### src/rtl/fpu_pkg.sv
// Shared definitions for the FPU issue sequencer: op codes, rounding modes,
// per-class latencies and the sequencer state encoding.
package fpu_pkg;

   // Op codes (single codes and class ranges)
   localparam logic [4:0] FPU_FADD         = 5'b00000;
   localparam logic [4:0] FPU_FSUB         = 5'b00001;
   localparam logic [4:0] FPU_FMUL         = 5'b00010;
   localparam logic [4:0] FPU_FDIV         = 5'b00011;
   localparam logic [4:0] FPU_FSQRT        = 5'b00100;
   localparam logic [4:0] FPU_SIMPLE_LO    = 5'b00101;
   localparam logic [4:0] FPU_SIMPLE_HI    = 5'b01111;
   localparam logic [4:0] FPU_TOINT_LO     = 5'b01010;
   localparam logic [4:0] FPU_TOINT_HI     = 5'b01110;
   localparam logic [4:0] FPU_FMA_LO       = 5'b10000;
   localparam logic [4:0] FPU_FMA_HI       = 5'b10011;
   localparam logic [4:0] FPU_CVT_LO       = 5'b10100;
   localparam logic [4:0] FPU_CVT_TOINT_HI = 5'b10101;
   localparam logic [4:0] FPU_CVT_HI       = 5'b10111;
   localparam logic [4:0] FPU_NOP          = 5'b11111;

   // Rounding-mode encodings
   localparam logic [2:0] RM_RNE = 3'b000;
   localparam logic [2:0] RM_RTZ = 3'b001;
   localparam logic [2:0] RM_RDN = 3'b010;
   localparam logic [2:0] RM_RUP = 3'b011;
   localparam logic [2:0] RM_RMM = 3'b100;
   localparam logic [2:0] RM_DYN = 3'b111;

   // Latency in cycles from accept edge to writeback pulse
   localparam logic [4:0] LAT_ADD    = 5'd3;
   localparam logic [4:0] LAT_MUL    = 5'd4;
   localparam logic [4:0] LAT_DIV    = 5'd16;
   localparam logic [4:0] LAT_SIMPLE = 5'd1;
   localparam logic [4:0] LAT_FMA    = 5'd5;
   localparam logic [4:0] LAT_CVT    = 5'd2;

   typedef enum logic [1:0] {
      ST_IDLE = 2'd0,
      ST_EXEC = 2'd1,
      ST_WB   = 2'd2
   } fpu_state_e;

   // Encodings 101/110/111 are reserved once the dynamic mode has been resolved
   function automatic logic rm_reserved(input logic [2:0] r);
      return (r > RM_RMM);
   endfunction

endpackage

### src/rtl/fpu_lat_lut.sv
// Op-class lookup: latency, whether the op consumes a rounding mode, and
// whether its result goes to the integer register file.
module fpu_lat_lut (
   input  logic [4:0] fpusel,
   output logic [4:0] lat,
   output logic       uses_rm,
   output logic       to_int
);
   import fpu_pkg::*;

   // Decode the op class; unlisted codes behave as single-cycle, no-rm ops
   always_comb begin
      lat     = LAT_SIMPLE;
      uses_rm = 1'b0;
      to_int  = 1'b0;
      if (fpusel == FPU_FADD || fpusel == FPU_FSUB) begin
         lat     = LAT_ADD;
         uses_rm = 1'b1;
      end else if (fpusel == FPU_FMUL) begin
         lat     = LAT_MUL;
         uses_rm = 1'b1;
      end else if (fpusel == FPU_FDIV || fpusel == FPU_FSQRT) begin
         lat     = LAT_DIV;
         uses_rm = 1'b1;
      end else if (fpusel >= FPU_SIMPLE_LO && fpusel <= FPU_SIMPLE_HI) begin
         lat     = LAT_SIMPLE;
         to_int  = (fpusel >= FPU_TOINT_LO && fpusel <= FPU_TOINT_HI);
      end else if (fpusel >= FPU_FMA_LO && fpusel <= FPU_FMA_HI) begin
         lat     = LAT_FMA;
         uses_rm = 1'b1;
      end else if (fpusel >= FPU_CVT_LO && fpusel <= FPU_CVT_HI) begin
         lat     = LAT_CVT;
         uses_rm = 1'b1;
         to_int  = (fpusel <= FPU_CVT_TOINT_HI);
      end
   end

endmodule

### src/rtl/fpu_issue_seq.sv
// FPU issue sequencer: accepts one decoded FP op at a time, times its
// latency and emits a writeback pulse. WB is the last cycle of an op; the
// registered wb_valid pulse appears on the edge that leaves WB, so a new op
// can be accepted in WB while the previous result is being written back.
module fpu_issue_seq (
   input  logic       clk,
   input  logic       rst,
   input  logic       op_valid,
   input  logic [4:0] fpusel_s,
   input  logic [2:0] rm,
   input  logic [4:0] rd,
   input  logic       illegal_ins,
   input  logic       flush,
   input  logic [2:0] fcsr_frm,
   output logic       op_ready,
   output logic       fpu_hazard,
   output logic       fpu_start,
   output logic [4:0] fpu_sel,
   output logic [2:0] fpu_rm,
   output logic       wb_valid,
   output logic [4:0] wb_rd,
   output logic       wb_int,
   output logic       rm_illegal
);
   import fpu_pkg::*;

   fpu_state_e state_q, state_d;
   logic [4:0] cnt_q, cnt_d;
   logic       start_q, start_d;
   logic       wbv_q, wbv_d;
   logic [4:0] sel_q, sel_d;
   logic [2:0] frm_q, frm_d;
   logic [4:0] wb_rd_q, wb_rd_d;
   logic       wb_int_q, wb_int_d;
   // Destination of the op in flight; copied to wb_rd/wb_int on writeback so a
   // back-to-back accept cannot overwrite the metadata of the completing op.
   logic [4:0] tgt_rd_q, tgt_rd_d;
   logic       tgt_int_q, tgt_int_d;

   logic [4:0] lut_lat;
   logic       lut_uses_rm;
   logic       lut_to_int;
   logic [2:0] rm_res;
   logic       accept;

   fpu_lat_lut u_lut (
      .fpusel  (fpusel_s),
      .lat     (lut_lat),
      .uses_rm (lut_uses_rm),
      .to_int  (lut_to_int)
   );

   // Handshake: ready/hazard, rounding-mode resolution and accept qualification
   always_comb begin
      rm_res     = (rm == RM_DYN) ? fcsr_frm : rm;
      op_ready   = (state_q != ST_EXEC);
      fpu_hazard = op_valid && !op_ready;
      rm_illegal = op_valid && op_ready && !illegal_ins && lut_uses_rm && rm_reserved(rm_res);
      accept     = op_valid && op_ready && !flush && !illegal_ins &&
                   (fpusel_s != FPU_NOP) && !rm_illegal;
   end

   // Next-state: sequencing, latency counter, output register updates
   always_comb begin
      state_d   = state_q;
      cnt_d     = cnt_q;
      start_d   = 1'b0;
      wbv_d     = 1'b0;
      sel_d     = sel_q;
      frm_d     = frm_q;
      wb_rd_d   = wb_rd_q;
      wb_int_d  = wb_int_q;
      tgt_rd_d  = tgt_rd_q;
      tgt_int_d = tgt_int_q;
      case (state_q)
         ST_IDLE, ST_WB: begin
            if (state_q == ST_WB && !flush) begin
               wbv_d    = 1'b1;
               wb_rd_d  = tgt_rd_q;
               wb_int_d = tgt_int_q;
            end
            if (accept) begin
               start_d   = 1'b1;
               sel_d     = fpusel_s;
               frm_d     = lut_uses_rm ? rm_res : RM_RNE;
               tgt_rd_d  = rd;
               tgt_int_d = lut_to_int;
               if (state_q == ST_IDLE) begin
                  wb_rd_d  = rd;
                  wb_int_d = lut_to_int;
               end
               if (lut_lat == LAT_SIMPLE) begin
                  state_d = ST_WB;
                  cnt_d   = 5'd0;
               end else begin
                  state_d = ST_EXEC;
                  cnt_d   = lut_lat - 5'd1;
               end
            end else begin
               state_d = ST_IDLE;
               cnt_d   = 5'd0;
            end
         end
         ST_EXEC: begin
            if (flush) begin
               state_d = ST_IDLE;
               cnt_d   = 5'd0;
            end else if (cnt_q == 5'd1) begin
               state_d = ST_WB;
               cnt_d   = 5'd0;
            end else begin
               cnt_d = cnt_q - 5'd1;
            end
         end
         default: begin
            state_d = ST_IDLE;
            cnt_d   = 5'd0;
         end
      endcase
   end

   // State and output registers, asynchronously cleared
   always_ff @(posedge clk or posedge rst) begin
      if (rst) begin
         state_q   <= ST_IDLE;
         cnt_q     <= 5'd0;
         start_q   <= 1'b0;
         wbv_q     <= 1'b0;
         sel_q     <= FPU_NOP;
         frm_q     <= RM_RNE;
         wb_rd_q   <= 5'd0;
         wb_int_q  <= 1'b0;
         tgt_rd_q  <= 5'd0;
         tgt_int_q <= 1'b0;
      end else begin
         state_q   <= state_d;
         cnt_q     <= cnt_d;
         start_q   <= start_d;
         wbv_q     <= wbv_d;
         sel_q     <= sel_d;
         frm_q     <= frm_d;
         wb_rd_q   <= wb_rd_d;
         wb_int_q  <= wb_int_d;
         tgt_rd_q  <= tgt_rd_d;
         tgt_int_q <= tgt_int_d;
      end
   end

   assign fpu_start = start_q;
   assign wb_valid  = wbv_q;
   assign fpu_sel   = sel_q;
   assign fpu_rm    = frm_q;
   assign wb_rd     = wb_rd_q;
   assign wb_int    = wb_int_q;

endmodule

### config.mk
export PLATFORM = sky130hd
export DESIGN_NAME = fpu_issue_seq
export DESIGN_NICKNAME = d
export VERILOG_FILES = /design/src/rtl/fpu_pkg.sv /design/src/rtl/fpu_lat_lut.sv /design/src/rtl/fpu_issue_seq.sv
export SDC_FILE = /design/constraint.sdc
export NUM_CORES = 1
export LEC_CHECK = 0
export BUFFER_PORTS_ARGS = -buffer_cell sky130_fd_sc_hd__buf_2
export CAP_MARGIN = 20
export CORE_ASPECT_RATIO = 0.6
export CORE_UTILIZATION = 55
export DETAILED_ROUTE_END_ITERATION = 10
export GPL_ROUTABILITY_DRIVEN = 0
export HOLD_SLACK_MARGIN = 0.1
export PLACE_DENSITY = 0.86
export RECOVER_POWER = 100
export SYNTH_ARGS = -nofsm -noshare
export SYNTH_HDL_FRONTEND = slang
export SYNTH_HIERARCHICAL = 1
export SYNTH_SLANG_ARGS = --single-unit
### constraint.sdc
create_clock -name clk -period 5 [get_ports clk]
set_input_delay 0.25 -clock clk [delete_from_list [all_inputs] [get_ports clk]]
set_output_delay 0.25 -clock clk [all_outputs]
set_load 0.02 [all_outputs]
# ---- Word level (Yosys, flattened, before mapping)
# Cells that the tools add are included.
dict set report classes {
  n_shift 0
  n_div 0
  n_bitwise 0
  multipliers 0
  n_eq_ne 12
  addsub 2
  muxes 40
  magnitude_cmp 10
  n_reduce_logical 24
}
# operator count
set ops {}
lappend ops {{2-to-1 mux 5 bit} 12}
lappend ops {{2-to-1 mux 1 bit} 19}
lappend ops {{equality test 5 x 1 -> 1 bit, second input constant} 3}
lappend ops {{<= comparator 5 bit, second input constant} 3}
lappend ops {{logical AND 1 bit} 14}
lappend ops {{equality test 5 x 2 -> 1 bit, second input constant} 2}
lappend ops {{>= comparator 5 bit, second input constant} 2}
lappend ops {{<= comparator 5 x 4 -> 1 bit, second input constant} 2}
lappend ops {{2-to-1 mux 2 bit} 5}
lappend ops {{case mux 5 bit (2 select lines)} 1}
lappend ops {{subtractor 5 x 1 -> 5 bit, second input constant} 2}
lappend ops {{2-to-1 mux 3 bit} 2}
lappend ops {{equality test 5 x 3 -> 1 bit, second input constant} 1}
lappend ops {{>= comparator 5 x 3 -> 1 bit, second input constant} 1}
lappend ops {{>= comparator 5 x 4 -> 1 bit, second input constant} 1}
lappend ops {{zero test 5 bit} 1}
lappend ops {{!= test 5 bit, second input constant} 1}
lappend ops {{zero test 1 bit} 4}
lappend ops {{case mux 2 bit (2 select lines)} 1}
lappend ops {{equality test 3 bit, second input constant} 1}
lappend ops {{> comparator 3 bit, second input constant} 1}
lappend ops {{!= test 3 bit, second input constant} 1}
lappend ops {{equality test 2 x 1 -> 1 bit, second input constant} 1}
lappend ops {{equality test 2 bit, second input constant} 1}
lappend ops {{5 further kinds} 6}
dict set report totals {
  word_cells 98
  ff_bits 29
  mem_bits_rw 0
  n_memories 0
  input_bits 21
  latchBits 0
  mem_bits_ro 0
}

# ---- Depth between registers and ports, before layout
# Gate-level depths: netlist of the first run.
dict set report depth {
  ltp_word 14
  ltp_mapped 9
}

# ---- By module
# The synthesis of the first run kept the hierarchy.
# module cells_per_inst instances seq_area_each_um2 area_per_inst_um2
set by_module_without_submodules {}
lappend by_module_without_submodules {fpu_issue_seq 132 1 732.0 1482.7}
lappend by_module_without_submodules {fpu_lat_lut 21 1 0.0 147.6}

# ---- Least setup slack after synthesis of the first run
# No wires, ideal clock.
dict set report synth_timing {
  path_kind {in2reg}
  startpoint {input port fpusel_s[2]}
  endpoint {register tgt_rd_q[0]}
  required_ns 4.875
  setup_ns 0.125
  t_arrival_ns 1.965
  slack_ns 2.911
  cell_stages 9
  path_cell_list {buf_4 > inv_1 > o21a_1 > o211ai_1 > a211oi_4 > or4_4 > inv_2 > buf_6 > mux2_2}
}
dict set report synth_between {
  elab_chain_cells 13
}
# element line_no
set synth_lines {}
lappend synth_lines {{from (decl)} fpu_issue_seq.sv:9} ;# input logic [4:0] fpusel_s,
lappend synth_lines {{>= comparator 5 bit or <= comparator 5 bit (tied branches)} fpu_lat_lut.sv:31} ;# end else if (fpusel >= FPU_CVT_LO && fpusel <= FPU_CVT_HI) begin
lappend synth_lines {{logical AND 1 bit} fpu_lat_lut.sv:31}
lappend synth_lines {{2-to-1 mux 1 bit} fpu_lat_lut.sv:31}
lappend synth_lines {{2-to-1 mux 1 bit} fpu_lat_lut.sv:28} ;# end else if (fpusel >= FPU_FMA_LO && fpusel <= FPU_FMA_HI) begin
lappend synth_lines {{2-to-1 mux 1 bit} fpu_lat_lut.sv:25} ;# end else if (fpusel >= FPU_SIMPLE_LO && fpusel <= FPU_SIMPLE_HI) begin
lappend synth_lines {{2-to-1 mux 1 bit} fpu_lat_lut.sv:22} ;# end else if (fpusel == FPU_FDIV || fpusel == FPU_FSQRT) begin
lappend synth_lines {{2-to-1 mux 1 bit} fpu_lat_lut.sv:19} ;# end else if (fpusel == FPU_FMUL) begin
lappend synth_lines {{2-to-1 mux 1 bit *} fpu_lat_lut.sv:16} ;# if (fpusel == FPU_FADD || fpusel == FPU_FSUB) begin
lappend synth_lines {{named net lut_uses_rm} fpu_issue_seq.sv:41} ;# logic lut_uses_rm;
lappend synth_lines {{logical AND 1 bit * (2 in series)} fpu_issue_seq.sv:58} ;# rm_illegal = op_valid && op_ready && !illegal_ins && lut_uses_rm && rm_reserved(rm_res);
lappend synth_lines {{zero test 1 bit *} fpu_issue_seq.sv:60} ;# (fpusel_s != FPU_NOP) && !rm_illegal;
lappend synth_lines {{logical AND 1 bit *} fpu_issue_seq.sv:60}
lappend synth_lines {{AND reduction 2 bit (no line) *} -}
lappend synth_lines {{to (signal assigned)} fpu_issue_seq.sv:144} ;# tgt_rd_q <= tgt_rd_d;
lappend synth_lines {{to (decl)} fpu_issue_seq.sv:37} ;# logic [4:0] tgt_rd_q, tgt_rd_d;
# The timed path passes the listed nets; every way through them passes the cells marked *.
# A chain may end at the register's enable or synchronous reset.

# ---- Worst setup path in the final report of the first run
dict set report layout_timing {
  startpoint {input port fpusel_s[1]}
  endpoint {register frm_q[1] (netlist: fpu_rm[1])}
}
dict set report layout_between {
  elab_chain_cells 13
}
# element line_no
set layout_lines {}
lappend layout_lines {{>= comparator 5 bit or <= comparator 5 bit (tied branches)} fpu_lat_lut.sv:31}
lappend layout_lines {{logical AND 1 bit} fpu_lat_lut.sv:31}
lappend layout_lines {{2-to-1 mux 1 bit} fpu_lat_lut.sv:31}
lappend layout_lines {{2-to-1 mux 1 bit} fpu_lat_lut.sv:28}
lappend layout_lines {{2-to-1 mux 1 bit} fpu_lat_lut.sv:25}
lappend layout_lines {{2-to-1 mux 1 bit} fpu_lat_lut.sv:22}
lappend layout_lines {{2-to-1 mux 1 bit} fpu_lat_lut.sv:19}
lappend layout_lines {{2-to-1 mux 1 bit *} fpu_lat_lut.sv:16}
lappend layout_lines {{named net lut_uses_rm} fpu_issue_seq.sv:41}
lappend layout_lines {{logical AND 1 bit (2 in series)} fpu_issue_seq.sv:58}
lappend layout_lines {{zero test 1 bit} fpu_issue_seq.sv:60}
lappend layout_lines {{logical AND 1 bit} fpu_issue_seq.sv:60}
lappend layout_lines {{AND reduction 2 bit (no line)} -}
lappend layout_lines {{to (signal assigned)} fpu_issue_seq.sv:141} ;# frm_q <= frm_d;
lappend layout_lines {{to (decl)} fpu_issue_seq.sv:32} ;# logic [2:0] frm_q, frm_d;
# Marked as above.

==> results_dict.tcl, run 1 <==
set metrics [dict create \
    outcome "finished, final reports clean" \
    drt-pass1-iter-count 4 \
    synth_compound_area_share_pct 16.7 \
    max_stage_delay_ps 840 \
    fin_setup_tns_ps 0 \
    setup_viol 0 \
    synth-seq-area-share_pct 44.9 \
    synth_edf_count 0 \
    critPathLaunchType "input port" \
    synth_top_family_by_area "compound AO/OA/AOI/OAI gates" \
    slowest_stage "a211oi_1" \
    clock_skew_ps 8.57 \
    grt_overflow 0 \
    rsz0062_at_grt "false" \
    leakagePower_nw 0.860 \
    fin_area_sq_um 1900 \
    tightest_slew_ps 1020 \
    vias 1368 \
    place_area_sq_um 1830 \
    grt_first_pass_wirelength_microns 5840 \
    drt_iter0_markers 159 \
    dp_hpwl_microns 2650 \
    cts_buffers 5 \
    cp_max_fo 12 \
    die_y_microns 44.2 \
    start_util_pct 61.6 \
    ir_worst_vdd_v 0.000214 \
    grt_max_degree 30 \
    htreeDepth 2 \
    maxCapViolCount 0 \
    cts_buffer_depth 2 \
    drt_drc_violations_left 0 \
    max_slew_margin_pct 31.7 \
    cp-end-kind "flop" \
    core_area_sq_um 2650 \
    nNetsFinal 221 \
    clock.fmax_mhz 349 \
    clock_latency_ps 280 \
    drtAntennaViolNets 0 \
    yosysUniqueCellTypes 49 \
    ys_ff_latch 29 \
    path_clk_slew_ps 60 \
    synthArstFlopShare_pct 100 \
    synth_adder_area_share_pct 3.07 \
    syn-mean-instance-area_sq_um 10.7 \
    p_per_area_nw_per_um2 375 \
    instances_no_fill 237 \
    worstPathRequired_ps 5150 \
    crit_chain "clkbuf_1 -> o21bai_1 -> o21a_1 -> o211ai_1 -> a211oi_1 -> or4_1 -> inv_1 -> mux2_2" \
    syn_inst 153 \
    placed_cells_incl_taps 227 \
    crit_arrival_ps 3020 \
    timing.final.crit_period_ps 2870 \
    hp-class "in2reg" \
    grt_pass1_vias 1291 \
    grtUsageTotal_pct 24.9 \
    ios 40 \
    synth_area_sq_um 1630 \
    area_growth_pct 16.3 \
    synth_ff_type "dfrtp_1" \
    diodes 0 \
    drive_above_1_share_pct 25.9 \
    yosysWarnings 6 \
    period_share_pct 57.4 \
    final_cell_mix "24 x dfrtp_1, 21 x clkbuf_1, 19 x buf_2" \
    post_drt_via_cell_ratio 5.77 \
    synthSimpleGateAreaFrac_pct 16.6 \
    die_x_microns 72.3 \
    cts_tree "yes" \
    holdBufCountCts 0 \
    cts_sinks 29 \
    antenna_found_initial 0 \
    drv_slew 0 \
    yosys-mux-area-fraction_pct 11.0 \
    fp-row-count 14 \
    dieArea_sq_um 3190 \
    ctsResizeCount 0 \
    syn_nets 178 \
    clock-root-buffer "clkbuf_8" \
    final_common_cell "dfrtp_1" \
    hold_viol_final 0 \
    synth_xor_area_share_pct 1.61 \
    wl_microns 3510 \
    crit_type "in2reg" \
    io_buffers 39 \
    final_util_pct 71.7 \
    cts_setup_buffers 0 \
    wl_per_cell_microns 14.8 \
]
## state kept, by name, summed over array words and instances (netlist names)
signal	cells
wb_int	1
tgt_rd_q	5
wb_rd	5
fpu_sel	5
tgt_int_q	1
fpu_rm	3
wb_valid	1
state_q	2
cnt_q	5
fpu_start	1
## cells by family (layout without fill, tap and decap cells)
family	Yosys count	after routing
simple gates	46	46
compound gates	35	35
flops	29	29
buf+inv	20	64
mux	15	15
fa+ha+maj	4	4
xor+xnor	3	3
other cells	1	1
## power breakdown
part / total, W / internal, W / leakage, nW / switching (W)
combinational: 0.000187 / 0.0000723 / 0.450 / 0.000115
sequential: 0.000318 / 0.000291 / 0.355 / 0.0000268
clock: 0.000206 / 0.000124 / 0.0542 / 0.0000823
total: 0.000712 / 0.000487 / 0.860 / 0.000224
## worst max-delay path, delay by kind of cell
family	cells	cell delay, ps
simple gates	1	480
compound gates	4	1410
buf+inv	2	510
mux	1	350
## Yosys cell counts (3+ instances only)
master / n / area share (%)
o32ai_1: 11 / 5.9
mux2_4: 3 / 2.8
inv_1: 14 / 3.2
nor2_1: 13 / 3.0
nand2_1: 9 / 2.1
dfstp_2: 5 / 8.1
a21oi_1: 9 / 2.8
ha_1: 4 / 3.1
a31oi_1: 3 / 1.2
mux2_2: 11 / 7.6
dfrtp_1: 24 / 37
## layer usage
metal  vias to the layer above  global-route usage [%]  wire length [microns]
met1                       654                    32.9                   1590
met3                         2                    6.61                    257
li1                        639                       -                      -
met2                        73                    40.2                   1630
met5                         -                       0                      0
met4                         0                    9.02                     27
## final timing paths
| kind | from | to | slack (ps) | cells past startpoint |
|---|---|---|---|---|
| setup / recovery | fpusel_s[1] | fpu_rm[1] | 2130 | 8 |
| hold / removal | rd[4] | tgt_rd_q[4] | 230 | 2 |
| setup reg to reg | state_q[0] | fpu_rm[1] | 2700 | 4 |
| hold reg to reg | tgt_rd_q[0] | tgt_rd_q[0] | 510 | 1 |
| max in group asynchronous | rst | cnt_q[4] | 3280 | 4 |
| min in group asynchronous | rst | wb_int | 480 | 3 |
## metrics by stage
| stage | hold WS [ps] | worst slack (ps) | total power (W) |
|---|---|---|---|
| after floorplan | 324 | 2910 | 0.000459 |
| after global placement | 492 | 2560 | 0.000515 |
| after detailed placement | 498 | 2480 | 0.000524 |
| after CTS | 218 | 2760 | 0.000731 |
| after global routing | 218 | 1910 | 0.000752 |
| final | 226 | 2130 | 0.000712 |
## layout make-up
type / count / area (sq um)
Fill cell: 194 / 748
Inverter: 15 / 56.3
Clock inverter: 1 / 5.00
Tap cell: 40 / 50.0
Multi-Input combinational cell: 104 / 773
Clock buffer: 7 / 96.3
Sequential cell: 29 / 732
Timing Repair Buffer: 41 / 184
Power figures use the tool's default switching activity.
==> inputs of run 2 (changes only) <==
--- a/config.mk
+++ b/config.mk
@@ -5,14 +5,15 @@
 export SDC_FILE = /design/constraint.sdc
 export NUM_CORES = 1
 export LEC_CHECK = 0
+export ABC_AREA = 1
 export BUFFER_PORTS_ARGS = -buffer_cell sky130_fd_sc_hd__buf_2
 export CAP_MARGIN = 20
 export CORE_ASPECT_RATIO = 0.6
-export CORE_UTILIZATION = 55
+export CORE_UTILIZATION = 49
 export DETAILED_ROUTE_END_ITERATION = 10
 export GPL_ROUTABILITY_DRIVEN = 0
 export HOLD_SLACK_MARGIN = 0.1
-export PLACE_DENSITY = 0.86
+export PLACE_DENSITY = 0.8
 export RECOVER_POWER = 100
 export SYNTH_ARGS = -nofsm -noshare
 export SYNTH_HDL_FRONTEND = slang
==> constraint.sdc (replaced) <==
create_clock -name clk -period 2.6 [get_ports clk]
set_input_delay 0.13 -clock clk [delete_from_list [all_inputs] [get_ports clk]]
set_output_delay 0.13 -clock clk [all_outputs]
set_load 0.02 [all_outputs]
==> run 2 against run 1 <==
Core utilization shrank 9.6 points. Register-to-register slack got worse by 2100 ps. Clock skew down 2.8 ps. Sequential cell count did not move. Via count grew 22%. Final area grew 13%. Hold slack got worse by 110 ps. Clock power is 75% higher. Sequential power grew 93%. Synthesized area up 15%. Cell count grew 40%. Total power increased by 100%. Critical path type is now reg2reg. Highest routed layer unchanged.
==> results_dict.tcl, run 2 <==
set metrics [dict create \
    outcome "finished, final reports clean" \
    p_per_area_nw_per_um2 669 \
    syn_inst 239 \
    wl_microns 4030 \
    die_y_microns 49.9 \
    grt_first_pass_wirelength_microns 6760 \
    place_area_sq_um 2060 \
    dieArea_sq_um 4080 \
    met1_length_microns 2120 \
    diodes 0 \
    dp_hpwl_microns 2940 \
    hold_end "fpu_sel[3]" \
    antenna_found_initial 0 \
    yosys-mux-area-fraction_pct 3.20 \
    drv_slew 0 \
    post_drt_via_cell_ratio 5.01 \
    p_comb_share_pct 31.8 \
    ys_ff_latch 29 \
    grt_max_degree 27 \
    final_util_pct 62.1 \
    ios 40 \
    worstPathRequired_ps 2810 \
    timing.final.crit_period_ps 2050 \
    drt_iter0_markers 78 \
    final_common_cell "nand2_1" \
    synth.cells.most_frequent "57 x nand2_1, 33 x inv_1, 24 x dfrtp_1" \
    vias 1663 \
    worstHoldStart "fpusel_s[3]" \
    drt_drc_violations_left 0 \
    synth_area_sq_um 1870 \
    timing.rr.end "state_q[0]" \
    final_cell_mix "62 x nand2_1, 34 x inv_1, 24 x dfrtp_1" \
    core_area_sq_um 3440 \
    cp_max_fo 23 \
    r2r_slack_ps 550 \
    grtUsageTotal_pct 22.4 \
    fin_setup_tns_ps 0 \
    drive_above_1_share_pct 19.5 \
    drtAntennaViolNets 0 \
    cts_buffer_depth 2 \
    hp-class "in2reg" \
    synth-seq-area-share_pct 39.1 \
    highest_layer "met4" \
    tightest_slew_ps 1360 \
    internal_power_w 0.000898 \
    synth.most_common_cell "nand2_1" \
    r2r_start "state_q[0]" \
    synth_top_family_by_area "simple AND/OR/NAND/NOR gates" \
    wl_met2_microns 1640 \
    ctsResizeCount 0 \
    die_x_microns 81.8 \
    synth_compound_area_share_pct 13.0 \
    clock.fmax_mhz 489 \
    period_share_pct 78.7 \
    synth_top_area_share_pct 32.0 \
    cts_sinks 29 \
    rsz0062_at_grt "false" \
    yosysUniqueCellTypes 29 \
    cts_tree "yes" \
    min_path_cells 3 \
    ir_worst_vdd_v 0.000364 \
    nNetsFinal 311 \
    drt-pass1-iter-count 4 \
    start_util_pct 54.4 \
    fin_area_sq_um 2140 \
    synthArstFlopShare_pct 100 \
    fp-row-count 16 \
    syn-mean-instance-area_sq_um 7.84 \
    area_growth_pct 14.0 \
    synth_edf_count 0 \
    synth_ff_type "dfrtp_1" \
    crit_type "reg2reg" \
    setup_viol 0 \
    maxCapViolCount 0 \
    synthTopCellsByArea "dfrtp_1 32%, nand2_1 11%, dfstp_2 7.0%, inv_1 6.6%, o21ai_2 6.1%" \
    htreeDepth 2 \
    syn_nets 264 \
    switching_power_w 0.000531 \
    grt_overflow 0 \
    hold_viol_final 0 \
    leakagePower_nw 1.09 \
    cts_setup_buffers 0 \
    synth_adder_area_share_pct 2.67 \
    clock_latency_ps 280 \
    grt_pass1_vias 1460 \
    crit_arrival_ps 2260 \
    seqPwrFrac_pct 43.0 \
    wl_per_cell_microns 12.1 \
    cp-end-kind "flop" \
    synthSimpleGateAreaFrac_pct 28.2 \
    clock_skew_ps 5.76 \
    rr_worst_depth 8 \
    synth_xor_area_share_pct 1.87 \
    max_slew_margin_pct 9.34 \
    switching_share_pct 37.2 \
    met3WireLength_microns 231 \
    clkPwrFrac_pct 25.2 \
    cts_buffers 5 \
    path_clk_slew_ps 60 \
    holdBufCountCts 6 \
    clock-root-buffer "clkbuf_8" \
    io_buffers 39 \
    yosysWarnings 6 \
    yosysTopAreaCell "dfrtp_1" \
    critPathLaunchType "flop" \
]
run 2: cell count changes after synthesis, moves of 6 or more:
cell     previous run  this run
inv_1              14        33
o21ai_2             0        13
mux2_2             11         0
o21ai_1             0        11
o21ai_0             1        10
nand2_1             9        57
nor2_1             13        19
nand2_2             0         7
a21oi_1             9         2
nand3_1             1        13
o32ai_1            11         0
run 2: metal layers:
layer  GRT usage, %  up-vias
met5              0        -
met4           5.56        0
met3           6.85        7
met2           31.3       47
met1           33.1      763
li1               -      846
run 2: worst max path at each step:
stage | startpoint | to | cells after the start
final | state_q[0] | state_q[0] | 8
after global routing | state_q[0] | state_q[0] | 8
after CTS | state_q[0] | tgt_int_q | 8
after detailed placement | state_q[0] | tgt_int_q | 8
after global placement | state_q[0] | fpu_rm[2] | 8
after floorplan | state_q[1] | fpu_rm[0] | 9
run 2: layout make-up:
class	count	area (sq um)
clock buffer	6	72.6
clock inverter	2	10.0
fill	340	1310
inverter	39	151
multi-input combinational	164	875
sequential	29	732
tap	45	56.3
timing repair buffer	47	240
run 2: power groups by stage:
stage	Sequential (W)	Combinational [W]	Clock, W
after detailed placement	0.000618	0.000488	0
final	0.000614	0.000454	0.000360
after floorplan	0.000688	0.000283	0
after CTS	0.000612	0.000499	0.000370
after global routing	0.000625	0.000512	0.000393
after global placement	0.000619	0.000477	0
run 2: logic make-up (layout without fill, tap and decap cells):
| family | Yosys count | in the layout |
|---|---|---|
| and+or+nand+nor | 111 | 111 |
| buffers and inverters | 46 | 94 |
| AOI/OAI and AO/OA | 38 | 38 |
| DFF | 29 | 29 |
| muxes | 6 | 6 |
| adders and majority gates | 4 | 4 |
| xor gates and xnor gates | 4 | 4 |
| other | 1 | 1 |
run 2: critical path, cell delays in order (launching register included):
cell,delay (ps)
dfrtp_1,680
nand2_1,230
nand2_1,130
nor2_1,50
nand2_1,140
nand2_4,190
nor2_8,330
o21ai_0,140
nand2_1,70
run 2: per-stage QoR:
step	power [W]	std cells	hold slack [ps]	setup WS (ps)
after floorplan	0.000971	239	204	1270
after global placement	0.00110	317	358	725
after detailed placement	0.00111	317	362	655
after CTS	0.00148	331	110	637
after global routing	0.00153	332	121	314
final	0.00143	332	116	553
==> inputs of run 3 (changes only) <==
--- a/config.mk
+++ b/config.mk
@@ -9,11 +9,11 @@
 export BUFFER_PORTS_ARGS = -buffer_cell sky130_fd_sc_hd__buf_2
 export CAP_MARGIN = 20
 export CORE_ASPECT_RATIO = 0.6
-export CORE_UTILIZATION = 49
+export CORE_UTILIZATION = 54
 export DETAILED_ROUTE_END_ITERATION = 10
 export GPL_ROUTABILITY_DRIVEN = 0
 export HOLD_SLACK_MARGIN = 0.1
-export PLACE_DENSITY = 0.8
+export PLACE_DENSITY = 0.83
 export RECOVER_POWER = 100
 export SYNTH_ARGS = -nofsm -noshare
 export SYNTH_HDL_FRONTEND = slang
==> constraint.sdc (replaced) <==
create_clock -name clk -period 1.9 [get_ports clk]
set_input_delay 0.095 -clock clk [delete_from_list [all_inputs] [get_ports clk]]
set_output_delay 0.095 -clock clk [all_outputs]
set_load 0.02 [all_outputs]
==> run 3 against run 2 <==
Clock-buffer cell count increased by 1. First-iteration DRC count up 15%. Highest routed layer unchanged. Critical path type unchanged. Critical path depth stayed put.
==> results_dict.tcl, run 3 (synthesis results as in run 2) <==
set metrics [dict create \
    final_util_pct 67.6 \
    cts_sinks 29 \
    crit_path_frequent_cell "nand2_1" \
    grt_overflow 0 \
    rr_worst_depth 8 \
    dieArea_sq_um 3720 \
    ir_worst_vdd_v 0.000573 \
    die_y_microns 47.6 \
    drtAntennaViolNets 0 \
    grt_max_degree 30 \
    instances_no_fill 336 \
    placed_cells_incl_taps 320 \
    clkPwrFrac_pct 27.3 \
    area_growth_pct 18.4 \
    post_drt_via_cell_ratio 5.07 \
    max_slew_margin_pct 53.5 \
    dpl_worst_slack_ps 127 \
    hold_viol_final 0 \
    fp-row-count 16 \
    grt_pass1_vias 1463 \
    outcome "finished, final reports clean" \
    final_cell_mix "61 x nand2_1, 34 x inv_1, 24 x dfrtp_1" \
    fillCellCount 295 \
    grtUsageTotal_pct 24.6 \
    rsz0062_at_grt "false" \
    drive_above_1_share_pct 22.7 \
    p_per_area_nw_per_um2 929 \
    path_depth 8 \
    io_buffers 39 \
    cp_max_fo 23 \
    clock_skew_ps 4.67 \
    clock-root-buffer "clkbuf_8" \
    antenna_found_initial 0 \
    cts_buffers 5 \
    p_comb_share_pct 31.9 \
    fin_area_sq_um 2220 \
    critPathLaunchType "flop" \
    cts_buffer_depth 2 \
    diodes 0 \
    die_x_microns 78.1 \
    switching_power_w 0.000744 \
    cts_tree "yes" \
    drt_iter0_markers 90 \
    ios 40 \
    vias 1705 \
    clock_latency_ps 280 \
    core_area_sq_um 3280 \
    crit_chain "nand2_4 -> nand2_1 -> nor2_1 -> nand2_1 -> nand2_4 -> nor2_8 -> o21ai_0 -> nand2_1" \
    hp-class "in2reg" \
    wl_microns 4280 \
    timing.rr.end "state_q[0]" \
    grt_first_pass_wirelength_microns 6740 \
    tightest_slew_ps 698 \
    htreeDepth 2 \
    path_clk_slew_ps 60 \
    multi_input_area_sq_um 898 \
    r2r_start "state_q[0]" \
    seqPwrFrac_pct 40.7 \
    crit_type "reg2reg" \
    final-seq-area_sq_um 732 \
    layout_setup_ws_ps 232 \
    period_share_pct 87.8 \
    critPathTopFamily "simple AND/OR/NAND/NOR gates" \
    fin_setup_tns_ps 0 \
    worstPathRequired_ps 2120 \
    start_util_pct 57.1 \
    drt-pass1-iter-count 4 \
    timing.final.crit_period_ps 1670 \
    worstHoldStart "fpusel_s[0]" \
    place_area_sq_um 2080 \
    final_common_cell "nand2_1" \
    cts_setup_buffers 0 \
    worstSetupStartpoint "state_q[0]" \
    critPathBufInv 0 \
    cp-end-kind "flop" \
    drv_slew 0 \
    crit_arrival_ps 1890 \
    internal_power_w 0.00132 \
    switching_share_pct 36.1 \
    maxCapViolCount 0 \
    dp_hpwl_microns 3020 \
    ctsResizeCount 0 \
    setup_viol 0 \
    r2r_slack_ps 230 \
    clock.fmax_mhz 599 \
    slowest_stage "dfrtp_1" \
    max_stage_delay_ps 490 \
    leakagePower_nw 1.13 \
    drt_drc_violations_left 0 \
    endpoint "state_q[0]" \
    wl_per_cell_microns 12.7 \
    nNetsFinal 315 \
]
-- run 3: cell count changes in the layout (fill, tap and decap cells not counted), moves of 2 or more --
cell           delta
o21ai_2           +3
dlygate4sd3_1     +2
o21ai_1           -4
clkbuf_1          -3
buf_4             +3
clkbuf_8          +2
-- run 3: area by class of cell --
type,count,area share [%]
multi-input cells,164,40.5
flip-flops and latches,29,33.0
repair buffers,51,12.6
inverters,39,6.82
clock buffers,7,4.34
well taps,45,2.54
clock inverters,1,0.225
-- run 3: worst register-to-register path, stage by stage, from the launching register on --
cell and delay [ps]:
dfrtp_1 490, nand2_4 100, nand2_1 90, nor2_1 50, nand2_1 160, nand2_4 130
nor2_8 310, o21ai_0 170, nand2_1 100
-- run 3: what timing repair did --
item                                    4_1_cts  5_1_grt
endpoints found under the hold margin        31        0
endpoints found under the setup margin        0        0
hold buffers                                  8        0
-- run 3: power groups by stage --
stage	clock (W)	combinational (W)	sequential [W]
finish	0.000564	0.000658	0.000840
global route	0.000598	0.000733	0.000857
CTS	0.000565	0.000693	0.000837
detailed placement	0	0.000678	0.000843
global placement	0	0.000661	0.000837
floorplan	0	0.000387	0.000942
-- run 3: worst min path at each step --
stage                       endpoint  slack, ps  cells after the start
after floorplan             cnt_q[0]        170                      1
after global placement      cnt_q[4]        170                      3
after detailed placement    cnt_q[4]        180                      3
after CTS                 fpu_sel[0]        100                      3
after global routing      fpu_sel[2]        130                      3
final                     fpu_sel[0]        110                      3
-- run 3: per-stage QoR --
stage / power (W) / hold slack, ps
floorplan: 0.00133 / 169
global placement: 0.00150 / 175
detailed placement: 0.00152 / 180
CTS: 0.00210 / 104
global route: 0.00219 / 128
finish: 0.00206 / 110
-- run 3: routing by layer --
layer | share of wire, % | wire (microns) | vias up | global-route usage, %
met1 | 48 | 2060 | 781 | 34.1
met5 | 0 | 0 | - | 0
met3 | 6.0 | 258 | 5 | 6.29
met4 | 0.58 | 25 | 0 | 4.44
li1 | - | - | 860 | -
met2 | 45 | 1940 | 59 | 40.7
